--- src/rtl/jtsdram_pkg.sv ---
// Shared definitions for the SDRAM bank test blocks.
//  - fill_state_t : bank fill FSM states (3-bit encoding)
//  - PAT_*        : write-data pattern selectors
//  - JTS_AW_DEF   : default bank address width in 32-bit words
//  - fill_word()  : write data for a given pattern, reference word and address
package jtsdram_pkg;

    localparam int JTS_AW_DEF = 22;

    localparam int PAT_DUP = 0;   // din = {ref, ref}
    localparam int PAT_XOR = 1;   // din = {ref^addr, ref^addr}

    typedef enum logic [2:0] {
        ST_IDLE = 3'd0,
        ST_REQ  = 3'd1,
        ST_WAIT = 3'd2,
        ST_HOLD = 3'd3,
        ST_DONE = 3'd4,
        ST_FAIL = 3'd5
    } fill_state_t;

    // The read checker recomputes the same word, so both sides must agree on
    // this function for a given pattern.
    function automatic logic [31:0] fill_word(input int          pattern,
                                              input logic [15:0] ref_w,
                                              input logic [15:0] a);
        logic [15:0] w;
        w = (pattern == PAT_XOR) ? (ref_w ^ a) : ref_w;
        return {w, w};
    endfunction

endpackage

--- src/rtl/jtsdram_wdog.sv ---
// Request watchdog for the bank fill.
//  clk     : system clock
//  rst     : synchronous reset, active-low
//  clr     : restart the count (a new request is being issued)
//  en      : a request is outstanding, count this cycle
//  expired : TOUT cycles have elapsed since the last clr, counting this one
module jtsdram_wdog #(
    parameter int TOUT = 1023
)(
    input  logic clk,
    input  logic rst,
    input  logic clr,
    input  logic en,
    output logic expired
);

    localparam int              CW   = $clog2(TOUT + 1);
    localparam logic [CW-1:0]   TOP  = CW'(TOUT);
    localparam logic [CW-1:0]   LAST = CW'(TOUT - 1);

    logic [CW-1:0] cnt;

    // cnt holds the number of counted cycles already elapsed, so the cycle in
    // which cnt==TOUT-1 is the TOUT-th one. Saturates instead of wrapping.
    always_ff @(posedge clk) begin
        if (!rst)
            cnt <= '0;
        else if (clr)
            cnt <= '0;
        else if (en && cnt != TOP)
            cnt <= cnt + 1'b1;
    end

    assign expired = en && (cnt >= LAST);

endmodule

--- src/rtl/jtsdram_bank_fill.sv ---
// Fills one SDRAM bank (addresses 0 .. 2^AW-1) with a known pattern through
// the wr/ack/rdy bank port, so the read checker can verify it afterwards.
// New requests are only issued while LVBL is high.
//  clk, rst  : clock, synchronous active-low reset
//  LVBL      : high during active video; gates issuing of new requests
//  start     : one-cycle pulse, (re)start the fill at address 0
//  data_ref  : reference word, captured on start
//  addr, din : address and data of the current write (stable until rdy)
//  wr        : write request, held until ack
//  ack, rdy  : controller accepted / completed the request
//  busy      : fill in progress
//  done      : whole bank written
//  err       : watchdog expired, fill aborted
module jtsdram_bank_fill
    import jtsdram_pkg::*;
#(
    parameter int AW      = JTS_AW_DEF,
    parameter int PATTERN = PAT_DUP,
    parameter int TOUT    = 1023
)(
    input  logic          clk,
    input  logic          rst,
    input  logic          LVBL,
    input  logic          start,
    input  logic [15:0]   data_ref,
    output logic [AW-1:0] addr,
    output logic          wr,
    output logic [31:0]   din,
    input  logic          ack,
    input  logic          rdy,
    output logic          busy,
    output logic          done,
    output logic          err
);

    fill_state_t   st, st_nxt;
    logic [15:0]   ref_q, ref_nxt;
    logic [AW-1:0] addr_nxt;
    logic          wr_nxt, busy_nxt, done_nxt, err_nxt;
    logic          issue, complete, abort;
    logic          expired;

    jtsdram_wdog #(.TOUT(TOUT)) u_wdog (
        .clk     (clk),
        .rst     (rst),
        .clr     (issue),
        .en      (st == ST_REQ || st == ST_WAIT),
        .expired (expired)
    );

    always_comb begin
        st_nxt   = st;
        ref_nxt  = ref_q;
        addr_nxt = addr;
        wr_nxt   = wr;
        busy_nxt = busy;
        done_nxt = done;
        err_nxt  = err;
        issue    = 1'b0;
        complete = 1'b0;
        abort    = 1'b0;

        if (start) begin
            ref_nxt  = data_ref;
            addr_nxt = '0;
            done_nxt = 1'b0;
            err_nxt  = 1'b0;
            busy_nxt = 1'b1;
            if (LVBL) begin
                wr_nxt = 1'b1;
                issue  = 1'b1;
                st_nxt = ST_REQ;
            end else begin
                wr_nxt = 1'b0;
                st_nxt = ST_HOLD;
            end
        end else begin
            case (st)
                ST_HOLD: if (LVBL) begin
                    wr_nxt = 1'b1;
                    issue  = 1'b1;
                    st_nxt = ST_REQ;
                end
                // ack+rdy together is a finished write; a real completion
                // takes precedence over a watchdog expiring in the same cycle.
                ST_REQ: begin
                    if (ack) begin
                        wr_nxt   = 1'b0;
                        st_nxt   = ST_WAIT;
                        complete = rdy;
                    end else if (expired) begin
                        abort = 1'b1;
                    end
                end
                ST_WAIT: begin
                    if (rdy)
                        complete = 1'b1;
                    else if (expired)
                        abort = 1'b1;
                end
                default: ;
            endcase

            if (complete) begin
                if (&addr) begin
                    wr_nxt   = 1'b0;
                    done_nxt = 1'b1;
                    busy_nxt = 1'b0;
                    st_nxt   = ST_DONE;
                end else begin
                    addr_nxt = addr + 1'b1;
                    if (LVBL) begin
                        wr_nxt = 1'b1;
                        issue  = 1'b1;
                        st_nxt = ST_REQ;
                    end else begin
                        wr_nxt = 1'b0;
                        st_nxt = ST_HOLD;
                    end
                end
            end

            if (abort) begin
                wr_nxt   = 1'b0;
                err_nxt  = 1'b1;
                busy_nxt = 1'b0;
                st_nxt   = ST_FAIL;
            end
        end
    end

    // din follows the next address/reference so it is valid in the same cycle
    // wr rises and stays put until the write completes.
    always_ff @(posedge clk) begin
        if (!rst) begin
            st    <= ST_IDLE;
            ref_q <= '0;
            addr  <= '0;
            wr    <= 1'b0;
            din   <= '0;
            busy  <= 1'b0;
            done  <= 1'b0;
            err   <= 1'b0;
        end else begin
            st    <= st_nxt;
            ref_q <= ref_nxt;
            addr  <= addr_nxt;
            wr    <= wr_nxt;
            din   <= fill_word(PATTERN, ref_nxt, 16'(addr_nxt));
            busy  <= busy_nxt;
            done  <= done_nxt;
            err   <= err_nxt;
        end
    end

endmodule

--- config.mk ---
export PLATFORM = sky130hd
export DESIGN_NAME = jtsdram_bank_fill
export DESIGN_NICKNAME = d
export VERILOG_FILES = /design/src/rtl/jtsdram_pkg.sv /design/src/rtl/jtsdram_wdog.sv /design/src/rtl/jtsdram_bank_fill.sv
export SDC_FILE = /design/constraint.sdc
export NUM_CORES = 1
export LEC_CHECK = 0
export ABC_AREA = 0
export CAP_MARGIN = 20
export CORE_ASPECT_RATIO = 1.1
export CORE_MARGIN = 2
export CORE_UTILIZATION = 43
export CTS_BUF_LIST = sky130_fd_sc_hd__clkbuf_4 sky130_fd_sc_hd__clkbuf_8 sky130_fd_sc_hd__clkbuf_16
export DETAILED_ROUTE_END_ITERATION = 10
export PLACE_DENSITY = 0.83
export SLEW_MARGIN = 20
export SYNTH_ARGS = -nofsm -noshare
export SYNTH_HDL_FRONTEND = slang
export SYNTH_SLANG_ARGS = --single-unit
--- constraint.sdc ---
create_clock -name clk -period 1.63 [get_ports clk]
set_input_delay 0.326 -clock clk [delete_from_list [all_inputs] [get_ports clk]]
set_output_delay 0.326 -clock clk [all_outputs]
set_load 0.05 [all_outputs]
### Word level (Yosys, flattened, before mapping)

Cells that the tools add are included.

| word-level totals | value |
|---|---|
| bits in registers | 87 |
| input bits | 22 |
| output and inout bits | 58 |
| word-level logic and storage cells | 68 |

| operators by class | value |
|---|---|
| add/subtract/negate cells | 2 |
| $lt $le $gt $ge | 1 |
| equality and inequality tests | 6 |
| muxes and demuxes | 35 |
| bitwise gates (word level) | 2 |
| reduce and logical (&&, ||, !) cells | 13 |

Operators by type and width:

| operator | number |
|---|---|
| $mux 1 | 23 |
| $reduce_and 23->1 | 1 |
| $add 22x1->22 const B | 1 |
| $reduce_and 22->1 | 1 |
| $mux 3 | 6 |
| $mux 16 | 1 |
| $add 10x1->10 const B | 1 |
| $ge 10x10->1 const B | 1 |
| $ne 10x10->1 const B | 1 |
| $eq 3x2->1 const B | 2 |
| $pmux 1 s2 | 3 |
| $pmux 3 s2 | 1 |
| $reduce_bool 3->1 | 2 |
| $ne 5x3->1 const B | 1 |
| $ne 5x5->1 const B | 1 |
| $reduce_bool 5->1 | 1 |
| $reduce_and 2->1 | 2 |
| $reduce_or 2->1 | 2 |
| $eq 3x1->1 const B | 1 |
| $reduce_and 3->1 | 1 |
| $logic_and 1x1->1 | 2 |
| $mux 2 | 1 |
| $not 1->1 | 2 |
| $logic_or 1x1->1 | 1 |

### Logic depth before layout (Yosys ltp)

| logic depth | value |
|---|---|
| depth after elaboration | 9 |
| depth in mapped cells | 8 |
| depth with buffers taken out | 7 |

### Cells and area by module

A second synthesis with hierarchy kept.

| unflattened totals | value |
|---|---|
| cells, all modules | 329 |
| area total of the unflattened synthesis | 2939.1 um^2 |

Modules (own cells, without submodules):

| module | instances | cells an instance | area each (um^2) | sequential area each (um^2) |
|---|---|---|---|---|
| jtsdram_bank_fill | 1 | 257 | 2303.5 | 900.9 |
| jtsdram_wdog | 1 | 72 | 635.6 | 200.2 |

### Worst setup path after synthesis

OpenSTA, ideal clock, no wires.

| timing path | value |
|---|---|
| path type | register to register |
| start | register addr[0] |
| end | register addr[3] |
| setup time | 0.128 ns |
| arrival time | 2.097 ns |
| required time | 1.502 ns |
| slack | -0.594 ns |
| stages on the path, launching flop included | 8 |
| buffers on the path | 1 |
| period minus slack after synthesis | 2.224 ns |
| cell sequence | dfxtp_1 > ha_1 > nand4_1 > or3_4 > buf_6 > o2111a_1 > xnor2_1 > nor2_1 |

| between the ends | value |
|---|---|
| cells in the longest elaborated chain, start to end | 3 |
| elaborated cells on any way between the ends | 4 |
| those cells by class | 1 x add/sub; 1 x bitwise; 2 x reduce/logical |

RTL lines:

| element | RTL line | text |
|---|---|---|
| start: declaration | jtsdram_bank_fill.sv:26 | `output logic [AW-1:0] addr,` |
| start signal: assignment | jtsdram_bank_fill.sv:147 | `addr <= addr_nxt;` |
| parallel branches: the longest is 3 deep, another holds $add 22x1->22 | -- |  |

Several ways; the timed one is not identified.
A chain may end at the register's enable or synchronous reset.

### Final worst setup path

| timing path | value |
|---|---|
| start | register addr[0] |
| end | register addr[10] |

Same word-level chain as after synthesis.

==> flow_summary.yaml <==
run_status:
  status: "finished, violations left"
  violations: "negative setup slack"
logic_synthesis:
  syn-num-nets: 335
  async_flop_share: 0
  synth_edf_count: 0
  synth_area_um2: 2858
  synth_area_per_cell_um2: 9.219
  synth_flop_cell: "dfxtp_1"
  yosys_warnings: 0
  syn_inst: 310
  ys_types: 54
  yosysSeqAreaShare: 0.3853
  ys_ff_latch: 55
worst_hold_path:
  min_path_cells: 2
  worstHoldPathType: "flop to flop"
  min_from: "done$_SDFFE_PP0P_"
  min_to: "done$_SDFFE_PP0P_"
global_route:
  antenna_found_initial: 0
  gr-usage-all-layers: 0.2022
  grt_max_degree: 26
  grt_pass1_vias: 2661
  grt_pass1_wl_mm: 11.58
  grt_overflow_total: 0
place:
  dp_hpwl_mm: 5.487
  gp_routability_congestion: 0.8478
  port_buffers: 79
drt:
  post-route-drc-count: 0
  wl_mm: 7.927
  viasPerCell: 5.176
  dr.first_iter.drc_count: 90
  num_vias: 2712
  wl_per_cell_um: 15.13
  first_pass_iters: 4
  ant_nets: 0
pwr:
  p_per_area_nw_per_um2: 640.1
  leakage_nw: 1.777
  ir_drop_mv: 0.4544
clock_tree:
  clk_latency_ns: 0.32
  cts_root_buffer: "clkbuf_8"
  cts_inserted_buffers: 5
  cts.htree.levels: 2
  cts.reportedPaths.clkPinSlew_ns: 0.10
  cts_max_path_buffers: 2
  cts_hold_buffers: 0
  cts_tree: "built"
  cts_sinks: 55
sta:
  period_needed_ns: 1.758
  period_share: 1.079
  clock_skew_ns: 0.01147
  report.final.slew_viol_count: 0
  slew_headroom: 0.7595
  hold_viol: 0
  fin_hold_ws_ns: 0.4804
  worstMarginPinSlew_ns: 0.3608
  setup_viol: 31
  rsz0062_at_grt: "true"
  max_freq_mhz: 568.8
  layout_setup_ws_ns: -0.1281
floorplanning:
  initial_core_util: 0.4386
  coreArea_um2: 6516
  placementRows: 31
  die_w_um: 81.73
  die_y_um: 89.50
  pin_count: 80
  die_area_um2: 7315
worst_setup_path:
  crit_path_start_kind: "flop"
  r2r_setup_slack_ns: -0.13
  arrival_ns: 1.97
  worstPathMaxFanout: 5
  r2r-start: "addr[0]$_SDFFE_PP0P_"
  critPathKind: "flop to flop"
  cp.required_ns: 1.84
  r2r-end: "addr[10]$_SDFFE_PP0P_"
  endpoint_kind: "flop"
  rr_worst_depth: 7
layout:
  drive_gt1_frac: 0.4819
  area_delta_synth_final_pct: 55.56
  final_util: 0.6822
  final_net_count: 466
  fill_cells: 490
  antenna_cells: 0
job:
  cap_violations: 0
[critical path, stage by stage, from the launching register on]
cell      delay, ns
dfxtp_4        0.38
ha_4           0.14
nand4_1        0.12
or3_4          0.40
buf_6          0.15
o211ai_1       0.23
xor2_1         0.18
nor2_1         0.05
[stage by stage]
stage,instance area (um^2),power (W),setup TNS (ns),std cells,setup WS [ns]
6_report,4446,0.002846,-1.848,524,-0.1281
5_1_grt,4446,0.002935,-4.197,524,-0.2081
4_1_cts,4235,0.002835,-0.8832,522,-0.09383
3_5_place_dp,4019,0.002012,-12.58,509,-0.5555
3_3_place_gp,4019,0.001997,-11.06,509,-0.4993
2_1_floorplan,2952,0.001822,-2.224,310,-0.1855
[Yosys cell counts (2+ instances only)]
cell type	count	area, um^2
a2111oi_1	3	30.03
a211oi_1	6	45.04
a21o_1	4	30.03
a21oi_1	14	70.07
and2_1	3	18.77
and3_1	3	18.77
and3b_1	2	17.52
buf_1	3	11.26
buf_4	17	127.6
buf_6	3	33.78
clkbuf_1	6	22.52
dfxtp_1	55	1101
ha_1	3	37.54
inv_1	6	22.52
mux2i_1	17	170.2
nand2_1	10	37.54
nand2b_1	3	18.77
nand3_1	12	60.06
nand4_1	6	37.54
nor2_1	33	123.9
nor2b_1	20	125.1
nor3_1	6	30.03
nor3_2	2	20.02
nor4_1	2	12.51
nor4_2	2	25.02
nor4_4	2	42.54
o2111ai_1	2	17.52
o211ai_1	3	22.52
o21a_1	2	15.01
o21ai_0	7	35.03
o21ai_1	3	15.01
or3_1	7	43.79
xnor2_1	18	157.7
xor2_1	5	43.79
[worst max-delay path by stage]
stage	endpoint	depth (start not counted)	slack [ns]	from
global route	addr[5]$_SDFFE_PP0P_	9	-0.21	addr[0]$_SDFFE_PP0P_
detailed placement	addr[9]$_SDFFE_PP0P_	6	-0.56	ack
CTS	addr[20]$_SDFFE_PP0P_	7	-0.09	addr[0]$_SDFFE_PP0P_
finish	addr[10]$_SDFFE_PP0P_	7	-0.13	addr[0]$_SDFFE_PP0P_
floorplan	addr[3]$_SDFFE_PP0P_	7	-0.19	addr[0]$_SDFFE_PP0P_
global placement	addr[9]$_SDFFE_PP0P_	6	-0.50	ack
[layer usage]
layer / global-route usage / up-vias / wire length [um]
li1: - / 1338 / -
met1: 0.2162 / 1294 / 3063
met2: 0.3873 / 68 / 4419
met3: 0.04040 / 12 / 342
met4: 0.07424 / 0 / 102
met5: 0 / - / 0
[timing repair]
item                                    in CTS  in global routing
gates resized for setup                     26                 35
endpoints found under the setup margin      32                 36
pin swaps                                    8                 14
setup buffers                                6                  4
[power breakdown]
part | total [W] | switching (W) | internal (W) | leakage (nW)
Combinational | 0.000627 | 0.000368 | 0.000259 | 1.26
Sequential | 0.00140 | 0.0000410 | 0.00136 | 0.465
Clock | 0.000818 | 0.000500 | 0.000319 | 0.0506
[cell families after synthesis]
kind of cell	share of synthesized area
xor gates and xnor gates	0.07049
buffers and inverters	0.07793
DFF	0.3853
adders and majority gates	0.01314
AOI/OAI and AO/OA	0.1419
muxes	0.05954
and+or+nand+nor	0.2518
[registers in the layout, summed over array words and instances (netlist names)]
| register | flops |
|---|---|
| busy | 1 |
| u_wdog.cnt | 10 |
| wr | 1 |
| st | 3 |
| done | 1 |
| din | 16 |
| addr | 22 |
| err | 1 |
[area by class of cell]
type | instances | area (um^2) | area share
tap | 82 | 102.6 | 0.02308
sequential | 55 | 1177 | 0.2648
clock inverter | 3 | 26.28 | 0.005911
clock buffer | 5 | 68.82 | 0.01548
timing repair buffer | 154 | 1256 | 0.2826
inverter | 6 | 22.52 | 0.005066
multi-input combinational | 219 | 1792 | 0.4030
[cells in the final DEF (no fill, tap or decap), types with 4 or more instances in the layout]
master,synthesis,final
a21oi_1,14,11
buf_4,17,123
buf_6,3,9
clkbuf_8,0,5
clkdlybuf4s50_1,0,19
dfxtp_1,55,30
dfxtp_2,0,7
dfxtp_4,0,18
inv_1,6,6
mux2i_1,17,17
nand2_1,10,9
nand3_1,12,10
nand4_1,6,6
nor2_1,33,33
nor2b_1,20,20
nor4_4,2,4
o21ai_0,7,4
or3_1,7,5
xnor2_1,18,17
xor2_1,5,5
Note: power is estimated with default switching activity, not from simulation.
